**src/rtl/bankgroup_scheduler.sv**
```systemverilog
// Single-entry request scheduler for one bank group with per-bank ACT/PRE timing.
// Optional closed-page mode: define BGSCHED_AUTOPRE_EN.
module bankgroup_scheduler #(
  parameter int BAWIDTH      = 2,
  parameter int COLWIDTH     = 10,
  parameter int CHWIDTH      = 5,
  parameter int DEVICE_WIDTH = 4,
  parameter int T_RCD        = 2,
  parameter int T_RP         = 2,
  parameter int RD_LAT       = 1
) (
  input  logic                    clk,
  input  logic                    rst,
  input  logic                    req_valid,
  output logic                    req_ready,
  input  logic                    req_wr,
  input  logic [BAWIDTH-1:0]      req_bank,
  input  logic [CHWIDTH-1:0]      req_row,
  input  logic [COLWIDTH-1:0]     req_col,
  input  logic [DEVICE_WIDTH-1:0] req_wdata,
  output logic                    rsp_valid,
  output logic [DEVICE_WIDTH-1:0] rsp_data,
  output logic [0:0]              bg_rd_o_wr [2**BAWIDTH],
  output logic [DEVICE_WIDTH-1:0] bg_dqin    [2**BAWIDTH],
  input  logic [DEVICE_WIDTH-1:0] bg_dqout   [2**BAWIDTH],
  output logic [CHWIDTH-1:0]      bg_row     [2**BAWIDTH],
  output logic [COLWIDTH-1:0]     bg_column  [2**BAWIDTH]
);
  localparam int BANKS = 2**BAWIDTH;
  localparam int CW    = $clog2(T_RCD + T_RP + 1);

  localparam logic [1:0] S_IDLE = 2'd0;
  localparam logic [1:0] S_ACT  = 2'd1;
  localparam logic [1:0] S_OPEN = 2'd2;
  localparam logic [1:0] S_PRE  = 2'd3;

  logic                    hr_valid_q;
  logic                    hr_wr_q;
  logic [BAWIDTH-1:0]      hr_bank_q;
  logic [CHWIDTH-1:0]      hr_row_q;
  logic [COLWIDTH-1:0]     hr_col_q;
  logic [DEVICE_WIDTH-1:0] hr_wdata_q;

  logic [1:0]         st_q  [BANKS];
  logic [1:0]         st_d  [BANKS];
  logic [CW-1:0]      cnt_q [BANKS];
  logic [CW-1:0]      cnt_d [BANKS];
  logic [CHWIDTH-1:0] row_q [BANKS];
  logic [CHWIDTH-1:0] row_d [BANKS];
  logic [BANKS-1:0]   tgt;
  logic               issue;
  logic               accept;

  logic [0:0]              bgwr_q  [BANKS];
  logic [DEVICE_WIDTH-1:0] bgdq_q  [BANKS];
  logic [CHWIDTH-1:0]      bgrow_q [BANKS];
  logic [COLWIDTH-1:0]     bgcol_q [BANKS];

  logic [RD_LAT-1:0]  rd_vld_q;
  logic [BAWIDTH-1:0] rd_bank_q [RD_LAT];
  logic               rsp_valid_q;
  logic [DEVICE_WIDTH-1:0] rsp_data_q;

  always_comb begin
    tgt = '0;
    for (int unsigned b = 0; b < BANKS; b++)
      tgt[b] = hr_valid_q && (hr_bank_q == BAWIDTH'(b));
  end

  // The final ACT cycle issues the pending access directly, so a miss costs 1+T_RCD.
  always_comb begin
    issue = 1'b0;
    for (int unsigned b = 0; b < BANKS; b++) begin
      st_d[b]  = st_q[b];
      cnt_d[b] = cnt_q[b];
      row_d[b] = row_q[b];
      case (st_q[b])
        S_IDLE: if (tgt[b]) begin
          st_d[b]  = S_ACT;
          cnt_d[b] = CW'(T_RCD - 1);
          row_d[b] = hr_row_q;
        end
        S_ACT: if (cnt_q[b] == '0) begin
          st_d[b] = S_OPEN;
          if (tgt[b] && row_q[b] == hr_row_q) issue = 1'b1;
        end else begin
          cnt_d[b] = cnt_q[b] - 1'b1;
        end
        S_OPEN: if (tgt[b]) begin
          if (row_q[b] == hr_row_q) begin
            issue = 1'b1;
          end else begin
            st_d[b]  = S_PRE;
            cnt_d[b] = CW'(T_RP - 1);
          end
        end
        default: if (cnt_q[b] == '0) st_d[b] = S_IDLE;
                 else cnt_d[b] = cnt_q[b] - 1'b1;
      endcase
`ifdef BGSCHED_AUTOPRE_EN
      if (issue && tgt[b]) begin
        st_d[b]  = S_PRE;
        cnt_d[b] = CW'(T_RP - 1);
      end
`endif
    end
  end

  assign req_ready = !hr_valid_q || issue;
  assign accept    = req_valid && req_ready;

  always_ff @(posedge clk or posedge rst) begin
    if (rst) begin
      hr_valid_q <= 1'b0;
      hr_wr_q    <= 1'b0;
      hr_bank_q  <= '0;
      hr_row_q   <= '0;
      hr_col_q   <= '0;
      hr_wdata_q <= '0;
    end else if (accept) begin
      hr_valid_q <= 1'b1;
      hr_wr_q    <= req_wr;
      hr_bank_q  <= req_bank;
      hr_row_q   <= req_row;
      hr_col_q   <= req_col;
      hr_wdata_q <= req_wdata;
    end else if (issue) begin
      hr_valid_q <= 1'b0;
    end
  end

  always_ff @(posedge clk or posedge rst) begin
    if (rst) begin
      for (int unsigned b = 0; b < BANKS; b++) begin
        st_q[b]    <= S_IDLE;
        cnt_q[b]   <= '0;
        row_q[b]   <= '0;
        bgwr_q[b]  <= '0;
        bgdq_q[b]  <= '0;
        bgrow_q[b] <= '0;
        bgcol_q[b] <= '0;
      end
    end else begin
      for (int unsigned b = 0; b < BANKS; b++) begin
        st_q[b]   <= st_d[b];
        cnt_q[b]  <= cnt_d[b];
        row_q[b]  <= row_d[b];
        bgwr_q[b] <= '0;
      end
      if (issue) begin
        bgrow_q[hr_bank_q] <= row_q[hr_bank_q];
        bgcol_q[hr_bank_q] <= hr_col_q;
        if (hr_wr_q) begin
          bgwr_q[hr_bank_q] <= 1'b1;
          bgdq_q[hr_bank_q] <= hr_wdata_q;
        end
      end
    end
  end

  always_ff @(posedge clk or posedge rst) begin
    if (rst) begin
      rd_vld_q    <= '0;
      rsp_valid_q <= 1'b0;
      rsp_data_q  <= '0;
      for (int unsigned i = 0; i < RD_LAT; i++) rd_bank_q[i] <= '0;
    end else begin
      rd_vld_q[0]  <= issue && !hr_wr_q;
      rd_bank_q[0] <= hr_bank_q;
      for (int unsigned i = 1; i < RD_LAT; i++) begin
        rd_vld_q[i]  <= rd_vld_q[i-1];
        rd_bank_q[i] <= rd_bank_q[i-1];
      end
      rsp_valid_q <= rd_vld_q[RD_LAT-1];
      if (rd_vld_q[RD_LAT-1]) rsp_data_q <= bg_dqout[rd_bank_q[RD_LAT-1]];
    end
  end

  assign rsp_valid  = rsp_valid_q;
  assign rsp_data   = rsp_data_q;
  assign bg_rd_o_wr = bgwr_q;
  assign bg_dqin    = bgdq_q;
  assign bg_row     = bgrow_q;
  assign bg_column  = bgcol_q;
endmodule

```
**config.mk**
```make
export PLATFORM = sky130hd
export DESIGN_NAME = bankgroup_scheduler
export DESIGN_NICKNAME = d
export VERILOG_FILES = /design/src/rtl/bankgroup_scheduler.sv
export SDC_FILE = /design/constraint.sdc
export NUM_CORES = 1
export LEC_CHECK = 0
export BUFFER_PORTS_ARGS = -buffer_cell sky130_fd_sc_hd__buf_2
export CAP_MARGIN = 20
export CORE_MARGIN = 2
export CORE_UTILIZATION = 56
export DETAILED_ROUTE_END_ITERATION = 12
export GPL_ROUTABILITY_DRIVEN = 0
export GPL_TIMING_DRIVEN = 0
export PLACE_DENSITY_LB_ADDON = 0.08
export SLEW_MARGIN = 40
export SYNTH_ARGS = -nofsm -noshare
export SYNTH_HDL_FRONTEND = slang
export SYNTH_SLANG_ARGS = --single-unit
```
**constraint.sdc**
```tcl
create_clock -name clk -period 5.3 [get_ports clk]
set_clock_uncertainty 0.15 [all_clocks]
set_input_delay 0.795 -clock clk [delete_from_list [all_inputs] [get_ports clk]]
set_output_delay 0.795 -clock clk [all_outputs]
set_load 0.03 [all_outputs]
```
==> results.sh, run 1 <==
export IMPL_ff2ff_path_depth=11
export IMPL_synthTopCellsByArea="dfrtp_1 (54%), mux2_2 (16%), mux2_4 (5.2%)"
export IMPL_power_w=0.005199
export IMPL_drt_iter0_markers=248
export IMPL_vias_per_cell=5.365
export IMPL_seqPwrFrac=0.360
export IMPL_synthFlopType="dfrtp_1"
export IMPL_cts_root_buf="clkbuf_16"
export IMPL_dieArea_um2=13390
export IMPL_power_frac_comb=0.412
export IMPL_critical_path_top_delay_family="simple AND/OR/NAND/NOR gates"
export IMPL_p_sw_w=0.002025
export IMPL_coreArea_um2=12110
export IMPL_worstReg2RegEnd="hr_col_q[9]"
export IMPL_grt_max_degree=79
export IMPL_synth_simple_area_share=0.07232
export IMPL_antenna_found_initial=0
export IMPL_hold_viol_final=0
export IMPL_cp_required_ns=4.36
export IMPL_synth_top_family_by_area="multiplexers"
export IMPL_stdcell_count=825
export IMPL_synth_xor_area_frac=0.02936
export IMPL_p_per_area_nw_per_um2=614.5
export IMPL_ir_drop_mv=0.3087
export IMPL_synth_edf_count=0
export IMPL_diodes=0
export IMPL_netlist_area_um2=6989
export IMPL_wl_per_cell_um=17.57
export IMPL_clk_pin_slew_ns=0.06
export IMPL_synth_top_cells_by_count="dfrtp_1 (151), mux2_2 (98), nand2_1 (27)"
export IMPL_clk_latency_ns=0.43
export IMPL_tightest_slew_ns=0.6793
export IMPL_initial_core_util=0.5771
export IMPL_synth_warning_count=0
export IMPL_place_hpwl_mm=10.45
export IMPL_areaGrowthSynthToFinish_pct=21.03
export IMPL_grt_pass1_vias=4599
export IMPL_synth_compound_area_frac=0.04189
export IMPL_drv_cap=0
export IMPL_cp_cell_sequence="inv_1, ha_1, and2b_1, a21oi_1, or4_1, buf_2, nor2b_4, o211ai_1, buf_2"
export IMPL_fin_crit_ns=3.579
export IMPL_clkSinkCount=151
export IMPL_worstPathMaxFanout=8
export IMPL_setup_viol=0
export IMPL_first_pass_iters=4
export IMPL_min_path_type="in2async"
export IMPL_timing_rr_start="cnt_q[9]"
export IMPL_ys_ff_latch=151
export IMPL_h_tree_depth=4
export IMPL_synth_fa_ha_area_frac=0.04117
export IMPL_cts_tree="yes"
export IMPL_internal_power_w=0.003173
export IMPL_die_y_um=115.7
export IMPL_p_sw_frac=0.3896
export IMPL_ys_seq_area_frac=0.5406
export IMPL_slew_violations=0
export IMPL_dp_cells=793
export IMPL_slowest_stage="or4_1"
export IMPL_yosys_area_top_type="dfrtp_1"
export IMPL_drc=0
export IMPL_port_buffers=126
export IMPL_track_usage=0.2305
export IMPL_cts_resized=0
export IMPL_nNetsFinal=708
export IMPL_synth_async_reset_ratio=1.000
export IMPL_worstSetupPathType="reg2out"
export IMPL_ys_types=55
export IMPL_clockPowerShare=0.228
export IMPL_synth_mux_area_frac=0.2436
export IMPL_path_buf_inv=3
export IMPL_syn_inst=498
export IMPL_vias=4426
export IMPL_gr_total_overflow=0
export IMPL_cts_made_buffers=17
export IMPL_rsz0062_at_grt="false"
export IMPL_status="finished clean"
export IMPL_arrival_ns=2.63
export IMPL_maxSlewHeadroom=0.5471
export IMPL_yosysMostFrequentCell="dfrtp_1"
export IMPL_max_stage_delay_ns=0.46
export IMPL_cts_setup_buffers=0
export IMPL_layout_drive_gt1_share=0.4886
export IMPL_die_x_um=115.7
export IMPL_cellLeakagePower_nw=4.444
export IMPL_avgSynthCellArea_um2=14.03
export IMPL_syn_num_nets=562
export IMPL_yosysTopAreaCellShare=0.5406
export IMPL_grt_first_pass_wirelength_mm=23.28
export IMPL_crit_top_cell="buf_2"
export IMPL_fill_cells=876
export IMPL_max_freq_ghz=0.2794
export IMPL_crit_path_start_kind="register"
export IMPL_fin_crit_sh=0.6753
export IMPL_cts_hold_buf=0
export IMPL_end_kind="output port"
export IMPL_clockBufferDepth=2
export IMPL_pin_count=127
export IMPL_reg2reg_slack_ns=2.21
export IMPL_antenna_left=0
export IMPL_placement_rows=40
export IMPL_routed_wl_mm=14.49
==> layer usage <==
layer	vias up	GRT usage	wire, µm
li1	2063	-	-
met1	2209	0.2958	6398
met2	127	0.3758	7001
met3	27	0.05858	757
met4	0	0.09683	334
met5	-	0	0
==> cells by family (layout without fill, tap and decap cells) <==
group | after synthesis | count (layout)
flip-flops | 151 | 151
multiplexers | 134 | 134
AND/OR/NAND/NOR | 87 | 87
AO/OA/AOI/OAI | 44 | 44
buffers and inverters | 39 | 198
adder cells (fa/ha/maj) | 23 | 23
XOR/XNOR | 20 | 20
==> registers in the layout (all words and copies together) (netlist names), 5 cells and up <==
register   cells
st_q           8
bg_column     40
cnt_q         12
bg_dqin       16
hr_row_q       5
row_q         20
hr_col_q      10
bg_row        20
==> power groups by stage <==
stage	clock [W]	sequential, W	combinational (W)
finish	0.00119	0.00187	0.00214
global route	0.00127	0.00193	0.00233
CTS	0.00121	0.00187	0.00215
detailed placement	0	0.00189	0.00214
global placement	0	0.00186	0.00208
floorplan	0	0.00216	0.00129
==> worst register-to-register path, delay by kind of cell, from the launching register on <==
kind,cells,cell delay (ns)
simple gates,3,0.31
compound gates,3,0.95
fa+ha+maj,2,0.43
mux,1,0.38
flops,1,0.32
buf+inv,2,0.45
==> area by class of cell <==
cell class	instances	area [µm²]	share of cell area
clock inverters	11	113.9	0.01346
flip-flops and latches	151	3779	0.4467
plain buffers	19	141.4	0.01671
well taps	168	210.2	0.02485
inverters	20	82.58	0.009762
multi-input cells	308	2994	0.3539
clock buffers	21	480.5	0.05680
repair buffers	127	658.1	0.07780
==> stage by stage <==
| stage | cell area [µm²] | hold slack, ns | TNS (ns) | util | setup WS [ns] |
|---|---|---|---|---|---|
| 2_1_floorplan | 6989 | 0.2924 | 0 | - | 0.2903 |
| 3_3_place_gp | 7830 | 0.3062 | -179.22 | 0.6465 | -1.198 |
| 3_5_place_dp | 7865 | 0.3116 | 0 | 0.6494 | 2.189 |
| 4_1_cts | 8459 | 0.3105 | 0 | 0.6985 | 1.719 |
| 5_1_grt | 8459 | 0.3346 | 0 | 0.6985 | 1.599 |
| 6_report | 8459 | 0.2929 | 0 | 0.6985 | 1.721 |
==> placed cells by master, fill, tap and decap left out, drive strengths merged, types with 6 or more instances in the layout <==
| cell type | count |
|---|---|
| a21oi | 6 |
| nand3 | 7 |
| nor2 | 16 |
| clkbuf | 24 |
| ha | 23 |
| nor3 | 6 |
| nand2 | 29 |
| xor2 | 6 |
| xnor2 | 14 |
| o21ai | 20 |
| inv | 23 |
| mux4 | 9 |
| dfrtp | 151 |
| and3 | 6 |
| mux2 | 125 |
| buf | 143 |
==> worst max path at each step <==
stage / start / to / slack [ns] / cells after the start
final: cnt_q[0] / req_ready / 1.72 / 9
after detailed placement: cnt_q[0] / req_ready / 2.19 / 9
after global placement: rst / rsp_data[3] / -1.20 / 2
after floorplan: rst / bg_column[0] / 0.29 / 1
after CTS: cnt_q[0] / req_ready / 1.72 / 9
after global routing: cnt_q[0] / req_ready / 1.60 / 9
Note: power is estimated with default switching activity, not from simulation.
==> inputs of run 2 (changes only) <==
==> constraint.sdc (replaced) <==
create_clock -name clk -period 3.6 [get_ports clk]
set_clock_uncertainty 0.15 [all_clocks]
set_input_delay 0.54 -clock clk [delete_from_list [all_inputs] [get_ports clk]]
set_output_delay 0.54 -clock clk [all_outputs]
set_load 0.03 [all_outputs]
==> results.sh, run 2 (same netlist as run 1, synthesis figures left out) <==
export IMPL_setup_viol=0
export IMPL_placement_rows=40
export IMPL_ir_drop_mv=0.4687
export IMPL_diodes=0
export IMPL_h_tree_depth=4
export IMPL_final_core_util=0.7090
export IMPL_track_usage=0.2398
export IMPL_clk_latency_ns=0.42
export IMPL_dieArea_um2=13390
export IMPL_tightest_slew_ns=0.6761
export IMPL_fin_crit_ns=3.372
export IMPL_maxSlewHeadroom=0.5493
export IMPL_fin_crit_sh=0.9366
export IMPL_clockBufferDepth=2
export IMPL_antenna_left=0
export IMPL_drv_cap=0
export IMPL_cellLeakagePower_nw=4.506
export IMPL_layout_commonest_cell="dfrtp_1"
export IMPL_drc=0
export IMPL_drt_iter0_markers=231
export IMPL_end_kind="output port"
export IMPL_nNetsFinal=714
export IMPL_die_x_um=115.7
export IMPL_layout_common_cells="dfrtp_1 (151), buf_2 (131), mux2_2 (98)"
export IMPL_cts_made_buffers=17
export IMPL_layout_drive_gt1_share=0.4887
export IMPL_grt_max_degree=27
export IMPL_initial_core_util=0.5771
export IMPL_min_path_type="in2reg"
export IMPL_setup_tns_final_ns=0
export IMPL_internal_power_w=0.004731
export IMPL_coreArea_um2=12110
export IMPL_areaGrowthSynthToFinish_pct=22.86
export IMPL_fill_cells=875
export IMPL_max_freq_ghz=0.2966
export IMPL_wl_per_cell_um=18.27
export IMPL_grt_first_pass_wirelength_mm=24.44
export IMPL_largest_reg_flops=40
export IMPL_crit_path_start_kind="register"
export IMPL_route_met2_wl_mm=7.527
export IMPL_arrival_ns=2.68
export IMPL_vias=4549
export IMPL_cp_required_ns=2.91
export IMPL_wl_met1_mm=6.656
export IMPL_routed_wl_mm=15.18
export IMPL_cts_root_buf="clkbuf_16"
export IMPL_hold_viol_final=0
export IMPL_status="finished clean"
export IMPL_power_frac_comb=0.412
export IMPL_routed_top_layer="met4"
export IMPL_grt_pass1_vias=4783
export IMPL_clk_pin_slew_ns=0.06
export IMPL_seqPwrFrac=0.358
export IMPL_gr_total_overflow=0
export IMPL_worstSetupPathType="reg2out"
export IMPL_pin_count=127
export IMPL_worstPathMaxFanout=7
export IMPL_antenna_found_initial=0
export IMPL_cts_setup_buffers=0
export IMPL_first_pass_iters=4
export IMPL_port_buffers=126
export IMPL_p_per_area_nw_per_um2=898.6
export IMPL_clkSinkCount=151
export IMPL_slew_violations=0
export IMPL_wl_met3_um=818
export IMPL_p_sw_w=0.002985
export IMPL_rsz0062_at_grt="false"
export IMPL_cts_tree="yes"
export IMPL_vias_per_cell=5.474
export IMPL_p_sw_frac=0.3869
export IMPL_place_hpwl_mm=11.03
export IMPL_die_y_um=115.7
export IMPL_clockPowerShare=0.229
==> run 2: worst paths after layout <==
check,start,end,slack (ns),cells past startpoint
hold reg to reg,cnt_q[7],cnt_q[7],0.32,2
setup reg to reg,hr_bank_q[1],bg_dqin[9],0.45,8
max in group asynchronous,rst,cnt_q[5],1.90,6
min in group asynchronous,rst,bg_column[31],0.55,3
setup / recovery,hr_bank_q[1],req_ready,0.23,6
hold / removal,req_col[1],hr_col_q[1],0.19,2
==> run 2: repair_timing <==
action | in CTS | in global routing
endpoints found under the hold margin | 15 | 0
hold buffers | 1 | 0
resized for setup | 0 | 0
==> run 2: layer usage <==
metal | GRT usage | vias to the layer above
met5 | 0 | -
met4 | 0.08095 | 0
met3 | 0.05335 | 16
met2 | 0.3938 | 124
met1 | 0.3194 | 2333
li1 | - | 2076
==> run 2: layout make-up <==
cell class,instances,area [µm²],area share
Timing Repair Buffer,133,790.8,0.09209
Inverter,20,78.83,0.009180
Clock buffer,22,474.2,0.05522
Tap cell,168,210.2,0.02448
Sequential cell,151,3779,0.4400
Clock inverter,10,118.9,0.01384
Buffer,19,141.4,0.01647
Multi-Input combinational cell,308,2994,0.3487
==> run 2: per-stage QoR <==
stage	cell area, µm²	setup slack (ns)	hold WS (ns)	total power, W	instances
after floorplan	6993	0.9091	0.2924	0.005080	498
after global placement	7834	0.1575	0.3090	0.005799	792
after detailed placement	7984	0.5553	0.3114	0.005959	798
after CTS	8587	0.2450	0.1861	0.007761	831
after global routing	8587	0.07990	0.1904	0.008200	831
final	8587	0.2284	0.1949	0.007716	831
==> run 2: power groups by stage <==
stage | clock, W | combinational [W] | sequential (W)
floorplan | 0 | 0.00190 | 0.00317
global placement | 0 | 0.00306 | 0.00274
detailed placement | 0 | 0.00318 | 0.00278
CTS | 0.00179 | 0.00321 | 0.00276
global route | 0.00187 | 0.00349 | 0.00285
finish | 0.00177 | 0.00318 | 0.00276
==> run 2: worst max-delay path, stage by stage (launching register included) <==
cell      delay (ns)
dfrtp_1         0.53
and2b_4         0.39
nand2_1         0.15
nor4_1          0.35
o21ai_1         0.26
o211ai_1        0.31
buf_2           0.26
==> inputs of run 3 (changes only) <==
--- a/config.mk
+++ b/config.mk
@@ -11,7 +11,6 @@
 export CORE_UTILIZATION = 56
 export DETAILED_ROUTE_END_ITERATION = 12
 export GPL_ROUTABILITY_DRIVEN = 0
-export GPL_TIMING_DRIVEN = 0
 export PLACE_DENSITY_LB_ADDON = 0.08
 export SLEW_MARGIN = 40
 export SYNTH_ARGS = -nofsm -noshare
==> results.sh, run 3 (same netlist as run 1, synthesis figures left out) <==
export IMPL_crit_path_start_kind="register"
export IMPL_place_hpwl_mm=10.43
export IMPL_maxSlewHeadroom=0.5473
export IMPL_grt_pass1_vias=4471
export IMPL_cellLeakagePower_nw=4.421
export IMPL_drc=0
export IMPL_critical_path_top_delay_family="compound AO/OA/AOI/OAI gates"
export IMPL_vias_per_cell=5.415
export IMPL_layout_common_cells="dfrtp_1 (151), buf_2 (126), mux2_2 (98)"
export IMPL_gr_total_overflow=0
export IMPL_end_kind="output port"
export IMPL_initial_core_util=0.5771
export IMPL_first_pass_iters=4
export IMPL_path_buf_inv=2
export IMPL_largest_reg_flops=40
export IMPL_clk_pin_slew_ns=0.06
export IMPL_clockBufferDepth=2
export IMPL_layout_drive_gt1_share=0.4861
export IMPL_cts_made_buffers=17
export IMPL_cts_setup_buffers=0
export IMPL_drt_iter0_markers=269
export IMPL_h_tree_depth=4
export IMPL_antenna_found_initial=0
export IMPL_cp_cell_sequence="inv_1, ha_1, ha_1, a21oi_1, nand4b_1, nor4_1, o21ai_1, o211ai_1, buf_2"
export IMPL_worstSetupPathType="reg2out"
export IMPL_track_usage=0.2342
export IMPL_port_buffers=126
export IMPL_min_path_type="in2async"
export IMPL_vias=4408
export IMPL_ir_drop_mv=0.5396
export IMPL_cts_hold_buf=0
export IMPL_placement_rows=40
export IMPL_final_core_util=0.6956
export IMPL_nNetsFinal=697
export IMPL_wl_per_cell_um=18.18
export IMPL_holdWs_ns=0.1691
export IMPL_crit_top_cell="ha_1"
export IMPL_fin_crit_ns=3.354
export IMPL_cp_required_ns=2.91
export IMPL_tightest_slew_ns=0.6790
export IMPL_status="finished clean"
export IMPL_pin_count=127
export IMPL_antenna_left=0
export IMPL_hold_viol_final=0
export IMPL_arrival_ns=2.66
export IMPL_setup_tns_final_ns=0
export IMPL_slew_violations=0
export IMPL_max_freq_ghz=0.2982
export IMPL_placed_area_um2=7766
export IMPL_drv_cap=0
export IMPL_worstPathMaxFanout=4
export IMPL_setup_viol=0
export IMPL_fin_crit_sh=0.9316
export IMPL_slowest_stage="nor4_1"
export IMPL_cts_resized=0
export IMPL_diodes=0
export IMPL_cts_tree="yes"
export IMPL_die_x_um=115.7
export IMPL_coreArea_um2=12110
export IMPL_dieArea_um2=13390
export IMPL_rsz0062_at_grt="false"
export IMPL_areaGrowthSynthToFinish_pct=20.53
export IMPL_clkSinkCount=151
export IMPL_routed_wl_mm=14.80
export IMPL_clk_latency_ns=0.42
export IMPL_grt_first_pass_wirelength_mm=23.65
export IMPL_max_stage_delay_ns=0.38
export IMPL_layout_commonest_cell="dfrtp_1"
export IMPL_p_per_area_nw_per_um2=930.5
export IMPL_die_y_um=115.7
export IMPL_fin_area_um2=8424
export IMPL_cts_root_buf="clkbuf_16"
export IMPL_grt_max_degree=53
run 3: cell types whose count changed in the layout (fill, tap and decap cells not counted), sizes merged:
cell and change:
clkinv -3, inv +2, buf -13, dlygate4sd3 -1, clkbuf -6, clkinvlp +1, bufinv +3
run 3: per-layer routing:
layer,up-vias,track usage,wire [µm]
met5,-,0,0
met4,0,0.06746,190
met3,18,0.06799,834
met2,125,0.3653,7010
met1,2222,0.3238,6766
li1,2043,-,-
run 3: worst reg2reg max path, cell delays in order (launching register included):
cell and delay [ns]:
dfrtp_1 0.32, inv_1 0.06, ha_1 0.20, ha_1 0.22, a21oi_1 0.14, nand4b_1 0.13
nor4_1 0.08, o21ai_1 0.31, nand2_1 0.11, a31oi_2 0.46, buf_4 0.36, mux2_2 0.38
run 3: layout make-up:
type                       instances  area [µm²]
sequential                       151        3779
fill                             918        3687
multi-input combinational        308        3000
timing repair buffer             135       698.2
clock buffer                      19       442.9
clock inverter                    13       215.2
tap                              168       210.2
inverter                          20       78.83
run 3: path summary, 6_finish.rpt:
| check | startpoint | end | slack, ns | depth (start not counted) |
|---|---|---|---|---|
| max in group asynchronous | rst | row_q[7] | 2.64 | 3 |
| worst min-delay path | rst | bg_column[23] | 0.17 | 3 |
| min in group clk | req_wdata[3] | hr_wdata_q[3] | 0.20 | 2 |
| worst min register to register | cnt_q[4] | cnt_q[4] | 0.33 | 2 |
| worst max register to register | cnt_q[9] | hr_col_q[4] | 0.57 | 11 |
| worst max-delay path | cnt_q[9] | req_ready | 0.25 | 9 |
run 3: stage by stage:
step	cells	total power [W]	setup WS (ns)
after floorplan	498	0.005080	0.9091
after global placement	782	0.005766	0.7252
after detailed placement	782	0.005882	0.5996
after CTS	814	0.007882	0.3190
after global routing	814	0.008330	0.1657
final	814	0.007838	0.2461
run 3: where the power goes:
part | leakage (nW) | total, W | switching [W] | internal (W)
combinational | 2.10 | 0.00302 | 0.00172 | 0.00130
sequential | 2.01 | 0.00285 | 0.000568 | 0.00228
clock | 0.319 | 0.00196 | 0.000705 | 0.00126
total | 4.42 | 0.00784 | 0.00299 | 0.00485
